<file path="src/rtl/projectile_hit_gen_pkg.sv">
`default_nettype none
// ============================================================================
//  Module      : projectile_hit_gen_pkg
//  Description : Shared game-logic types and constants for the projectile
//                source. Holds the projectile FSM state type, the cat's
//                on-screen box (also used by the cat sprite drawer) and a
//                small helper that turns a signed coordinate into an
//                unsigned pixel position.
//  Revision    : 1.0 - initial release
// ============================================================================
package projectile_hit_gen_pkg;

  // Projectile life cycle. Values are fixed so that waveforms and any
  // debug taps decode the same way across builds.
  typedef enum logic [2:0] {
    IDLE     = 3'd0,
    FLIGHT   = 3'd1,
    CHECK    = 3'd2,
    HIT      = 3'd3,
    MISS     = 3'd4,
    COOLDOWN = 3'd5
  } proj_state_t;

  // Cat bounding box on screen: left/top inclusive, right/bottom exclusive.
  localparam int CAT_X = 1;
  localparam int CAT_Y = 430;
  localparam int CAT_W = 157;
  localparam int CAT_H = 99;

  // Width of the signed internal position registers and of the on-screen
  // pixel coordinate presented to the sprite drawer.
  localparam int POS_W = 12;
  localparam int PIX_W = 11;
  localparam int VEL_W = 8;

  // Negative coordinates are off the left/top edge; present them as 0.
  function automatic logic [PIX_W-1:0] clamp_px(input logic signed [POS_W-1:0] v);
    return v[POS_W-1] ? '0 : v[PIX_W-1:0];
  endfunction

endpackage : projectile_hit_gen_pkg
`default_nettype wire

</file>
<file path="src/rtl/projectile_hit_gen_point_in_box.sv">
`default_nettype none
// ============================================================================
//  Module      : point_in_box
//  Description : Combinational test of a signed point against an axis-
//                aligned box. Left/top edges are inclusive, right/bottom
//                edges exclusive, so adjacent boxes never overlap.
//  Revision    : 1.0 - initial release
//
//  Ports
//    i_x       in   12  signed point x
//    i_y       in   12  signed point y
//    o_inside  out  1   1 when the point lies inside the box
// ============================================================================
module point_in_box
  import projectile_hit_gen_pkg::*;
#(
  parameter int BOX_X = CAT_X,
  parameter int BOX_Y = CAT_Y,
  parameter int BOX_W = CAT_W,
  parameter int BOX_H = CAT_H
) (
  input  logic signed [POS_W-1:0] i_x,
  input  logic signed [POS_W-1:0] i_y,
  output logic                    o_inside
);

  // Promote to int so the box bounds (which may exceed the point width
  // once added together) compare as plain signed integers.
  int w_x;
  int w_y;
  logic w_in_x;
  logic w_in_y;

  assign w_x = int'(i_x);
  assign w_y = int'(i_y);

  assign w_in_x = (w_x >= BOX_X) && (w_x < (BOX_X + BOX_W));
  assign w_in_y = (w_y >= BOX_Y) && (w_y < (BOX_Y + BOX_H));

  assign o_inside = w_in_x && w_in_y;

endmodule : point_in_box
`default_nettype wire

</file>
<file path="src/rtl/projectile_hit_gen.sv">
`default_nettype none
// ============================================================================
//  Module      : projectile_hit_gen
//  Description : Launches one projectile per fire request, advances it once
//                per frame (constant leftward vx, gravity on vy with a
//                downward speed cap), and tests it against the cat's box.
//                Emits a 1-cycle hit_cat pulse on contact or a 1-cycle miss
//                pulse when it leaves the screen, then waits a fixed number
//                of frames before accepting the next fire.
//  Revision    : 1.0 - initial release
//
//  Ports
//    clk          in   1   pixel clock
//    rst_n        in   1   asynchronous active-low reset
//    frame_tick   in   1   1-cycle pulse once per frame
//    fire         in   1   launch request, sampled only when idle
//    vx_in        in   6   horizontal speed magnitude (moves left)
//    vy_in        in   6   initial upward speed magnitude
//    hit_cat      out  1   1-cycle pulse on collision with the cat
//    miss         out  1   1-cycle pulse when the projectile leaves screen
//    proj_x       out  11  projectile x, 0 when negative
//    proj_y       out  11  projectile y, 0 when negative
//    proj_active  out  1   high while the projectile is in flight
//    busy         out  1   high in every state except idle
// ============================================================================
module projectile_hit_gen
  import projectile_hit_gen_pkg::*;
#(
  parameter int START_X         = 860,
  parameter int START_Y         = 430,
  parameter int TARGET_X        = CAT_X,
  parameter int TARGET_Y        = CAT_Y,
  parameter int TARGET_W        = CAT_W,
  parameter int TARGET_H        = CAT_H,
  parameter int GRAVITY         = 1,
  parameter int VY_MAX          = 63,
  parameter int SCREEN_H        = 768,
  parameter int COOLDOWN_FRAMES = 30
) (
  input  logic             clk,
  input  logic             rst_n,
  input  logic             frame_tick,
  input  logic             fire,
  input  logic [5:0]       vx_in,
  input  logic [5:0]       vy_in,
  output logic             hit_cat,
  output logic             miss,
  output logic [PIX_W-1:0] proj_x,
  output logic [PIX_W-1:0] proj_y,
  output logic             proj_active,
  output logic             busy
);

  // --------------------------------------------------------------------------
  // Constants
  // --------------------------------------------------------------------------
  localparam logic signed [POS_W-1:0] c_START_X  = POS_W'(START_X);
  localparam logic signed [POS_W-1:0] c_START_Y  = POS_W'(START_Y);
  localparam logic signed [POS_W-1:0] c_SCREEN_H = POS_W'(SCREEN_H);
  // One extra bit on the vy update so vy + GRAVITY cannot wrap before
  // the saturation compare.
  localparam logic signed [VEL_W:0]   c_GRAVITY  = (VEL_W+1)'(GRAVITY);
  localparam logic signed [VEL_W:0]   c_VY_MAX   = (VEL_W+1)'(VY_MAX);
  localparam int                      c_CNT_W    = (COOLDOWN_FRAMES > 1) ?
                                                   $clog2(COOLDOWN_FRAMES) : 1;
  localparam logic [c_CNT_W-1:0]      c_CNT_LAST = c_CNT_W'(COOLDOWN_FRAMES - 1);

  // --------------------------------------------------------------------------
  // State and datapath registers
  // --------------------------------------------------------------------------
  proj_state_t              r_state;
  proj_state_t              w_state_nxt;

  logic signed [POS_W-1:0]  r_x;
  logic signed [POS_W-1:0]  r_y;
  logic signed [VEL_W-1:0]  r_vx;
  logic signed [VEL_W-1:0]  r_vy;
  logic [c_CNT_W-1:0]       r_cnt;
  logic [PIX_W-1:0]         r_proj_x;
  logic [PIX_W-1:0]         r_proj_y;

  // FSM-issued datapath strobes
  logic w_launch;
  logic w_move;
  logic w_cnt_clr;
  logic w_cnt_inc;

  // --------------------------------------------------------------------------
  // Kinematics (combinational next values)
  // --------------------------------------------------------------------------
  logic signed [POS_W-1:0]  w_x_sum;
  logic signed [POS_W-1:0]  w_y_sum;
  logic signed [VEL_W:0]    w_vy_inc;
  logic signed [VEL_W-1:0]  w_vy_nxt;
  logic signed [VEL_W-1:0]  w_vx_launch;
  logic signed [VEL_W-1:0]  w_vy_launch;
  logic                     w_inside;
  logic                     w_off_screen;

  // Velocities are sign-extended to position width before the add.
  assign w_x_sum = r_x + {{(POS_W-VEL_W){r_vx[VEL_W-1]}}, r_vx};
  assign w_y_sum = r_y + {{(POS_W-VEL_W){r_vy[VEL_W-1]}}, r_vy};

  // Gravity pulls vy toward positive (downward); cap at the terminal speed.
  assign w_vy_inc = {r_vy[VEL_W-1], r_vy} + c_GRAVITY;
  assign w_vy_nxt = (w_vy_inc > c_VY_MAX) ? c_VY_MAX[VEL_W-1:0] : w_vy_inc[VEL_W-1:0];

  // The cat sits to the left and the launch goes upward, so both launch
  // speeds are stored negated.
  assign w_vx_launch = 8'sd0 - $signed({2'b00, vx_in});
  assign w_vy_launch = 8'sd0 - $signed({2'b00, vy_in});

  // Only the left and bottom edges can be crossed in normal play; a
  // projectile above the screen will fall back.
  assign w_off_screen = (r_x < 12'sd0) || (r_y >= c_SCREEN_H);

  point_in_box #(
    .BOX_X (TARGET_X),
    .BOX_Y (TARGET_Y),
    .BOX_W (TARGET_W),
    .BOX_H (TARGET_H)
  ) u_box (
    .i_x      (r_x),
    .i_y      (r_y),
    .o_inside (w_inside)
  );

  // --------------------------------------------------------------------------
  // FSM state register
  // --------------------------------------------------------------------------
  always_ff @(posedge clk or negedge rst_n) begin
    if (!rst_n) begin
      r_state <= IDLE;
    end else begin
      r_state <= w_state_nxt;
    end
  end

  // --------------------------------------------------------------------------
  // FSM next state, datapath strobes and status outputs
  // --------------------------------------------------------------------------
  always_comb begin
    w_state_nxt = r_state;
    w_launch    = 1'b0;
    w_move      = 1'b0;
    w_cnt_clr   = 1'b0;
    w_cnt_inc   = 1'b0;
    hit_cat     = 1'b0;
    miss        = 1'b0;
    proj_active = 1'b0;
    busy        = 1'b1;

    unique case (r_state)
      IDLE: begin
        busy = 1'b0;
        // A tick coinciding with the launch is not a move; the first
        // move comes on the next tick.
        if (fire) begin
          w_launch    = 1'b1;
          w_state_nxt = FLIGHT;
        end
      end

      FLIGHT: begin
        proj_active = 1'b1;
        if (frame_tick) begin
          w_move      = 1'b1;
          w_state_nxt = CHECK;
        end
      end

      CHECK: begin
        // Evaluates the position just written by the move; a hit takes
        // precedence over leaving the screen.
        proj_active = 1'b1;
        if (w_inside) begin
          w_state_nxt = HIT;
        end else if (w_off_screen) begin
          w_state_nxt = MISS;
        end else begin
          w_state_nxt = FLIGHT;
        end
      end

      HIT: begin
        hit_cat     = 1'b1;
        w_cnt_clr   = 1'b1;
        w_state_nxt = COOLDOWN;
      end

      MISS: begin
        miss        = 1'b1;
        w_cnt_clr   = 1'b1;
        w_state_nxt = COOLDOWN;
      end

      COOLDOWN: begin
        if (frame_tick) begin
          if (r_cnt == c_CNT_LAST) begin
            w_state_nxt = IDLE;
          end else begin
            w_cnt_inc = 1'b1;
          end
        end
      end

      default: begin
        w_state_nxt = IDLE;
      end
    endcase
  end

  // --------------------------------------------------------------------------
  // Kinematic registers and registered position outputs
  // --------------------------------------------------------------------------
  always_ff @(posedge clk or negedge rst_n) begin
    if (!rst_n) begin
      r_x      <= c_START_X;
      r_y      <= c_START_Y;
      r_vx     <= '0;
      r_vy     <= '0;
      r_proj_x <= '0;
      r_proj_y <= '0;
    end else if (w_launch) begin
      r_x      <= c_START_X;
      r_y      <= c_START_Y;
      r_vx     <= w_vx_launch;
      r_vy     <= w_vy_launch;
      r_proj_x <= clamp_px(c_START_X);
      r_proj_y <= clamp_px(c_START_Y);
    end else if (w_move) begin
      r_x      <= w_x_sum;
      r_y      <= w_y_sum;
      r_vy     <= w_vy_nxt;
      r_proj_x <= clamp_px(w_x_sum);
      r_proj_y <= clamp_px(w_y_sum);
    end
  end

  // --------------------------------------------------------------------------
  // Cooldown frame counter
  // --------------------------------------------------------------------------
  always_ff @(posedge clk or negedge rst_n) begin
    if (!rst_n) begin
      r_cnt <= '0;
    end else if (w_cnt_clr) begin
      r_cnt <= '0;
    end else if (w_cnt_inc) begin
      r_cnt <= r_cnt + c_CNT_W'(1);
    end
  end

  assign proj_x = r_proj_x;
  assign proj_y = r_proj_y;

endmodule : projectile_hit_gen
`default_nettype wire

</file>
<file path="config.mk">
export PLATFORM = sky130hd
export DESIGN_NAME = projectile_hit_gen
export DESIGN_NICKNAME = d
export VERILOG_FILES = /design/src/rtl/projectile_hit_gen_pkg.sv /design/src/rtl/projectile_hit_gen_point_in_box.sv /design/src/rtl/projectile_hit_gen.sv
export SDC_FILE = /design/constraint.sdc
export NUM_CORES = 1
export LEC_CHECK = 0
export ABC_AREA = 0
export ABC_CLOCK_PERIOD_IN_PS = 2550
export BUFFER_PORTS_ARGS = -buffer_cell sky130_fd_sc_hd__buf_2
export CAP_MARGIN = 20
export CORE_MARGIN = 2
export CORE_UTILIZATION = 60
export DETAILED_ROUTE_END_ITERATION = 8
export PLACE_DENSITY = 0.81
export SYNTH_ARGS = -nofsm -noshare
export SYNTH_HDL_FRONTEND = slang
export SYNTH_SLANG_ARGS = --single-unit
</file>
<file path="constraint.sdc">
create_clock -name clk -period 2.55 [get_ports clk]
set_clock_uncertainty 0.05 [all_clocks]
set_input_delay 0.51 -clock clk [delete_from_list [all_inputs] [get_ports clk]]
set_output_delay 0.51 -clock clk [all_outputs]
set_load 0.01 [all_outputs]
</file>
==> results.md, run 1 <==
- The run finished with clean final reports.
- In the final layout, the share of cells above drive strength 1 is 18.30%.
- The startpoint type of the worst setup path is a flop.
- The leading area contributor after synthesis is sky130_fd_sc_hd__dfrtp_1.
- The synthesized design contains 0 enable-type register cells.
- The highest metal layer carrying signal wires in the routed design is met4.
- The switching part of the total is 45.83%.
- The worst-case hold slack is 0.1106 ns.
- The total power after layout is 7.599 mW.
- The maximum vdd ir drop is 0.5754 mV.
- The setup violation total in the final timing report is 0.
- The clock drives 69 sinks.
- Once layout is complete, the utilization of the core stands at 69.20%.
- The most common cell after layout, fill and taps aside is sky130_fd_sc_hd__nand2_1.
- The per-cell via count in the routed design is 6.040.
- The max-slew violation count is 0.
- The worst setup path is captured at a flop.
- The worst-case reg-to-reg path depth is 8.
- Data on the critical path arrives at its endpoint at 2.62 ns.
- For this design the static power due to leakage is 2.264 nW.
- The post-detailed-route count of antenna-violating nets is 0.
- Summed over all layers, the routed wires come to 9946 µm.
- Based on the critical path, the design can be clocked at up to 411.4 MHz.
- The clock insertion delay at the later pin of the skew report is 0.36 ns.
- Entering global routing, the biggest net connects 70 pins.
- The number of register bits inferred by synthesis is 69.
- The first-pass iteration count of the detailed router is 4.
- The detailed router finished its first iteration with 235 violations.
- In the detailed route, the total length drawn on met3 is 516 µm.
- In this run the mean area of a mapped cell was 9.045 µm².
- No sink is reached through more buffers than the 2 on the longest clock path.
- The routed design uses 4665 µm of met2 wire.
- The startpoint of the worst-slack reg-to-reg timing path is r_y[1]$_DFFE_PN1P_.
- The max capacitance violation total is 0.
- The fraction of synthesis flops using an asynchronous set or reset pin is 100.0%.
- The wire length of the first global-routing pass is 16,170 µm.
- For this configuration, the core starts out at a cell density of 60.83%.
- The repair_antennas step left the layout with diodes totalling 0.
- After detailed routing, the average wire length per cell comes to 15.81 µm.
- The worst setup path is of the flop to flop kind.
- After layout, the minimum clock period comes to 2.431 ns.
- In the final design database the tool counted 571 nets.
- At the end of routability-driven placement, the weighted congestion stood at 0.9010.
- The number of endpoints with negative hold slack in the final report was 0.
- Summing all non-filler instances in the final layout gives an area of 0.004938 mm².
- The area of the mapped netlist is 0.004342 mm².
- The endpoint required time on the critical path is 2.74 ns.
- Synthesis instantiated 62 different standard cells from the library.
- The most frequently used flop master after synthesis is sky130_fd_sc_hd__dfrtp_1.
- At the pin with the least slew margin, the transition time is 0.5016 ns.
- Across every metal layer, demand over resource in global routing totals 26.44%.
- After clock tree synthesis, the clock-pin slew on the worst setup and hold paths is 0.08 ns.
- The floorplan core area is 0.007137 mm².
- The power share of the sequential group is 29.0%.
- The total nets after synthesis is 526.
- The share of the cycle needed by the critical path after routing is 95.33%.
- Of the post-synthesis cell area, the dominant cell type holds 32.85%.
- The post-placement worst setup slack is 0.06883 ns.
- The combinational fraction of design power is 57.3%.
- The total congestion overflow is 0.
- The share of the yosys chip area belonging to registers is 40.12%.
- Detailed placement finished with a half-perimeter wire length of 7231 µm.
- CTS placed an instance of sky130_fd_sc_hd__clkbuf_8 at the clock tree root.
- The number of fillers in the final layout is 593.
- TritonCTS built the clock tree.
- In the final routing, the length of wire on met1 measures 4610 µm.
- The total placed instance area is 0.004693 mm².
- The share of total power dissipated in the clock network is 13.7%.
- In the final layout, the multi-input gates occupy 0.002451 mm².
- The die is 89.07 µm wide.
- In the layout the commonest cells are 66 x sky130_fd_sc_hd__nand2_1, 56 x sky130_fd_sc_hd__dfrtp_1, 41 x sky130_fd_sc_hd__o21ai_0, 41 x sky130_fd_sc_hd__buf_2, 34 x sky130_fd_sc_hd__a21oi_1.
- After floorplanning, the core was divided into 31 placement rows.
- The switching power is 3.483 mW.
- The vertical die dimension is 89.07 µm.
- During placement, the flow inserted port buffers numbering 41.
- The number of design rule violations left after detail routing is 0.
- In this run, CTS created clock tree buffers numbering 9.
- The synthesis-to-finish area growth is 13.75%.
- The critical-path maximum fanout is 6.
- Counting tap cells, the placed design contains a total of 613 instances.
- The number of H-tree branching levels is 3.
- The count of boundary I/O pins is 42.
- The die covers 0.007933 mm².
- In this run the worst hold path is classified as input pin to asynchronous set/reset pin.
- The number of antenna violations at the first check in global routing is 0.
- The total setup buffers inserted after CTS is 0.
- The total number of vias is 3,799.
- The internal portion of the total power is 4.116 mW.
- Power spread over the standard cell area amounts to 1539 mW/mm².
- After synthesis, the cell types taking the most area are sky130_fd_sc_hd__dfrtp_1 33%, sky130_fd_sc_hd__ha_1 8.1%, sky130_fd_sc_hd__dfstp_2 7.3%.
- In this run the tightest slew margin relative to its limit is 66.48%.
- In the post-route analysis, the smallest setup slack over all paths is 0.1191 ns.
- The cell count after synthesis is 480.
- The number of global-route vias before repair is 3,481.
- The post-route setup TNS is 0 ns.
- The startpoint of the most critical setup path is r_y[1]$_DFFE_PN1P_.
- The register area is 0.001743 mm².
- The final cell count without fillers is 629.
- Setup repair after global routing could not meet its margin everywhere.
- During synthesis, Yosys emitted a total of 0 warnings.
-- what timing repair did --
action / 4_1_cts / 5_1_grt
endpoints found under the setup margin: 0 / 10
gates resized for setup: 0 / 4
hold buffers: 0 / 0
-- synth_stat cells (7+ instances only) --
cell type and instances:
sky130_fd_sc_hd__ha_1 28, sky130_fd_sc_hd__nand3_1 20, sky130_fd_sc_hd__nand4_1 8, sky130_fd_sc_hd__dfstp_2 12, sky130_fd_sc_hd__nand2_1 66, sky130_fd_sc_hd__o31ai_1 11
sky130_fd_sc_hd__clkbuf_1 12, sky130_fd_sc_hd__buf_2 7, sky130_fd_sc_hd__xnor2_1 14, sky130_fd_sc_hd__inv_1 15, sky130_fd_sc_hd__o211ai_1 8, sky130_fd_sc_hd__a21o_1 9
sky130_fd_sc_hd__a21oi_1 34, sky130_fd_sc_hd__xor2_1 15, sky130_fd_sc_hd__o21ai_0 42, sky130_fd_sc_hd__dfrtp_1 57, sky130_fd_sc_hd__nor2_1 27
-- cells by family (layout without fill, tap and decap cells) --
family,Yosys count,count (layout),share of synthesized area [%]
xor+xnor,30,30,6.225
simple gates,153,153,16.48
fa+ha+maj,30,30,8.991
compound gates,161,161,24.52
flops,69,69,40.12
buf+inv,37,87,3.660
-- metal layers --
metal / up-vias / track usage, %
met5: - / 0
met4: 0 / 10.04
met3: 12 / 6.187
met2: 110 / 40.84
met1: 1818 / 36.38
li1: 1859 / -
-- worst paths after layout --
kind	endpoint	slack [ns]
worst max-delay path	proj_y[4]$_DFFE_PN0P_	0.12
worst min-delay path	r_cnt[0]$_DFFE_PN0P_	0.11
worst max register to register	proj_y[4]$_DFFE_PN0P_	0.12
worst min register to register	proj_y[6]$_DFFE_PN0P_	0.43
max in group asynchronous	r_y[8]$_DFFE_PN1P_	2.00
min in group clk	r_vx[0]$_DFFE_PN0P_	0.39
-- registers in the layout (all words and copies together), names as in the netlist --
| register | cells |
|---|---|
| proj_x | 11 |
| proj_y | 11 |
| r_cnt | 5 |
| r_state | 3 |
| r_vx | 7 |
| r_vy | 8 |
| r_x | 12 |
| r_y | 12 |
-- final cells by class --
class	count	area share [%]
multi-input cells	374	49.63
flip-flops and latches	69	35.29
repair buffers	56	6.689
clock buffers	11	3.066
well taps	99	2.508
clock inverters	5	1.672
inverters	15	1.140
-- power by group through the flow --
stage / clock network [mW] / logic [mW] / registers, mW
floorplan: 0 / 3.21 / 2.09
global placement: 0 / 4.11 / 2.19
detailed placement: 0 / 4.27 / 2.21
CTS: 1.05 / 4.29 / 2.19
global route: 1.10 / 4.88 / 2.28
finish: 1.04 / 4.36 / 2.20
-- critical path, cell delays in order (launching register included) --
cell	delay, ns
sky130_fd_sc_hd__dfstp_2	0.57
sky130_fd_sc_hd__ha_1	0.26
sky130_fd_sc_hd__a211oi_1	0.36
sky130_fd_sc_hd__o21bai_1	0.22
sky130_fd_sc_hd__o211a_1	0.27
sky130_fd_sc_hd__a211oi_2	0.25
sky130_fd_sc_hd__buf_4	0.20
sky130_fd_sc_hd__nand2b_1	0.10
sky130_fd_sc_hd__nand2_1	0.05
Power figures use the tool's default switching activity.
==> run 2: changes to the inputs <==
Settings changed: GPL_TIMING_DRIVEN set to 0.
==> results.md, run 2 (synthesized netlist as in run 1, its figures left out) <==
- The delay contributed by the slowest stage of the critical path is 0.59 ns (+0.02 ns).
- The average detailed-routed wire length per instance is 16.96 µm (+7.3%).
- The total routing resource utilization after global routing is 28.95% (+2.5 points).
- The half-perimeter wire length after detailed placement is 7859 µm (+8.7%).
- The CTS clock-pin slew for the worst setup and hold paths is 0.07 ns (about the same).
- The number of endpoints with negative hold slack in the final report is 0 (unchanged).
- The count of buffering cells on the critical path with inverters included is 1 (unchanged).
- The power share of the sequential group is 28.4% (-0.6 points).
- TritonCTS built the clock tree.
- The cell chosen for the clock root is sky130_fd_sc_hd__clkbuf_8.
- The slew of the pin with the lowest slew margin is 0.8640 ns (+0.3624 ns).
- The number of H-tree branching levels came to 3 (unchanged).
- The category of the most critical setup path is flop to flop.
- The total number of vias was 3,940 (+3.7%).
- The maximum vdd ir drop was 0.7315 mV (+27%).
- The CTS sink count is 69 (unchanged).
- Compared with the post-synthesis result, the final layout area differs by 13.08%.
- The count of boundary I/O pins is 42 (unchanged).
- In the layout the commonest cells are 66 x sky130_fd_sc_hd__nand2_1, 55 x sky130_fd_sc_hd__dfrtp_1, 46 x sky130_fd_sc_hd__buf_2, 41 x sky130_fd_sc_hd__o21ai_0, 34 x sky130_fd_sc_hd__a21oi_1.
- The number of input and output port buffers inserted is 41 (unchanged).
- The critical path's slowest cell is sky130_fd_sc_hd__dfstp_2.
- The total of hold buffers inserted after clock tree synthesis was 0 (unchanged).
- The startpoint of the most critical setup path is r_y[1]$_DFFE_PN1P_.
- The total congestion overflow is 0 (unchanged).
- The worst reg-to-reg setup slack is 0.14 ns (+0.02 ns).
- The maximum root-to-sink buffer count is 2 (unchanged).
- The number of fillers in the final layout is 611 (+3.0%).
- The first-pass iteration count of the detailed router is 5 (+1).
- The total inserted antenna cells is 0 (unchanged).
- The max-slew violation count is 0 (unchanged).
- The setup violation total in the final timing report is 0 (unchanged).
- Traced cell by cell, the critical path runs through ha_1 > a211oi_2 > o21bai_1 > o211a_1 > a211oi_2 > clkbuf_4 > nand2b_1 > nand2_1.
- The number of cells on the critical path is 8 (unchanged).
- The maximum number of pins on one net before global-route repair is 70 (unchanged).
- The wire length of the first global-routing pass came to 17,350 µm (+7.3%).
- The power per cell area came to 1553 mW/mm² (+0.94%).
- The arrival time of data at the critical path endpoint was 2.61 ns (about the same).
- The worst-case reg-to-reg path depth was 8 (unchanged).
- The placement row count is 31 (unchanged).
- The floorplan core area came to 0.007137 mm² (unchanged).
- The iteration-0 DRC count of the detailed router is 286 (+22%).
- The number of antenna violations at the first check in global routing is 0 (unchanged).
- The number of design rule violations left after detail routing came to 0 (unchanged).
- The switching power is 3.629 mW (+4.2%).
- The most common cell after layout, fill and taps aside is sky130_fd_sc_hd__nand2_1.
- The most critical setup path has its endpoint at proj_y[4]$_DFFE_PN0P_.
- The max capacitance violation total is 0 (unchanged).
- The number of buffers created by CTS is 9 (unchanged).
- The share of the cycle needed by the critical path after routing is 94.36% (-0.97 points).
- The combinational fraction of design power is 59.6% (+2.3 points).
- The clock insertion delay at the later pin of the skew report is 0.36 ns (about the same).
- The post-detailed-route count of antenna-violating nets is 0 (unchanged).
- The switching part of the total is 47.60% (+1.8 points).
- The worst register-to-register path begins at r_y[1]$_DFFE_PN1P_.
- The final critical-path required period is 2.406 ns (-0.02471 ns).
- The most used cell along the critical path is sky130_fd_sc_hd__a211oi_2.
- The fraction of final layout cells with drive strength greater than 1 is 17.50% (-0.80 points).
- The die width came to 89.07 µm (unchanged).
- Among cell families on the critical path, the largest total delay comes from compound AO/OA/AOI/OAI gates.
- The critical-path maximum fanout was 10 (+4).
- The final RePlAce weighted congestion was 0.9459 (+5.0%).
- The total power after layout is 7.625 mW (+0.35%).
- The count of nets after finishing is 578 (+1.2%).
- In the final layout, the registers with the most flip-flops are r_x x12, r_y x12.
- The starting density of the core is 60.83% (unchanged).
- The floorplan die area is 0.007933 mm² (unchanged).
- The worst slew margin relative to its limit is 42.40% (-24 points).
- The endpoint identified for the worst register-to-register timing path is proj_y[4]$_DFFE_PN0P_.
- The worst-case hold slack came to 0.1923 ns (+0.08169 ns).
- The path category of the worst min-delay check is input pin to asynchronous set/reset pin.
- The vertical die dimension is 89.07 µm (unchanged).
- The highest achievable clock rate was 415.6 MHz (+1.0%).
- The endpoint required time on the critical path is 2.75 ns (about the same).
- The number of global-route vias before repair came to 3,596 (+3.3%).
- The flow ran to the end, and the final reports show no timing, DRC or antenna violations.
- The internal power summed over all cells is 3.996 mW (-2.9%).
- STA classifies the critical path endpoint as a flop.
- STA classifies the critical path startpoint as a flop.
- The static power due to leakage is 2.241 nW (-1.0%).
- The aggregate routed wire length came to 10,790 µm (+8.5%).
- The per-cell via count in the routed design is 6.195 (+2.6%).
- The part of the total power dissipated in the clock network came to 11.9% (-1.8 points).
## run 2: cell types whose count changed in the layout (fill, tap and decap cells not counted), moves of 2 or more
cell,previous run,this run
sky130_fd_sc_hd__clkbuf_1,0,14
sky130_fd_sc_hd__clkinvlp_4,3,1
sky130_fd_sc_hd__a2111oi_1,0,2
sky130_fd_sc_hd__buf_2,41,46
sky130_fd_sc_hd__a2111oi_0,3,1
sky130_fd_sc_hd__clkinv_2,0,2
sky130_fd_sc_hd__buf_4,14,4
## run 2: metal layers
metal | wire [µm] | global-route usage (%)
met1 | 4806 | 40.06
met2 | 4918 | 45.32
met3 | 731 | 3.878
met4 | 332 | 13.70
met5 | 0 | 0
## run 2: worst min path at each step
| stage | from | endpoint | slack (ns) | depth (start not counted) |
|---|---|---|---|---|
| after floorplan | rst_n | proj_x[0]$_DFFE_PN0P_ | 0.16 | 0 |
| after global placement | proj_y[4]$_DFFE_PN0P_ | proj_y[4]$_DFFE_PN0P_ | 0.41 | 2 |
| after detailed placement | proj_y[4]$_DFFE_PN0P_ | proj_y[4]$_DFFE_PN0P_ | 0.41 | 2 |
| after CTS | rst_n | r_cnt[2]$_DFFE_PN0P_ | 0.25 | 1 |
| after global routing | rst_n | r_x[10]$_DFFE_PN0P_ | 0.29 | 1 |
| final | rst_n | r_cnt[2]$_DFFE_PN0P_ | 0.19 | 1 |
## run 2: area by class of cell
| cell class | instances | area, µm² | area share [%] |
|---|---|---|---|
| clock buffer | 12 | 145.1 | 2.956 |
| multi-input combinational | 374 | 2480 | 50.51 |
| tap | 99 | 123.9 | 2.523 |
| timing repair buffer | 41 | 207.7 | 4.230 |
| clock inverter | 4 | 47.55 | 0.9684 |
| buffer | 22 | 105.1 | 2.141 |
| inverter | 15 | 56.30 | 1.147 |
| sequential | 69 | 1744 | 35.52 |
## run 2: power by group through the flow
stage | Clock (mW) | Combinational, mW | Sequential, mW
floorplan | 0 | 3.21 | 2.09
global placement | 0 | 4.15 | 2.14
detailed placement | 0 | 4.30 | 2.16
CTS | 0.909 | 4.35 | 2.15
global route | 0.969 | 5.03 | 2.22
finish | 0.909 | 4.55 | 2.17
## run 2: stage by stage
stage	instance area (µm²)	instances	setup TNS, ns	worst slack [ns]	util, %
after floorplan	4342	480	0	0.2952	-
after global placement	4671	620	0	0.06716	65.45
after detailed placement	4673	620	0	0.01495	65.48
after global routing	4910	636	-0.00003952	-0.00003952	68.79
after CTS	4871	636	0	0.07184	68.25
final	4910	636	0	0.1438	68.79
## run 2: repair_timing
item,CTS,global route
gates resized for setup,1,11
endpoints found under the setup margin,1,25
endpoints found under the hold margin,0,0
setup buffers,0,0
pin swaps,0,1
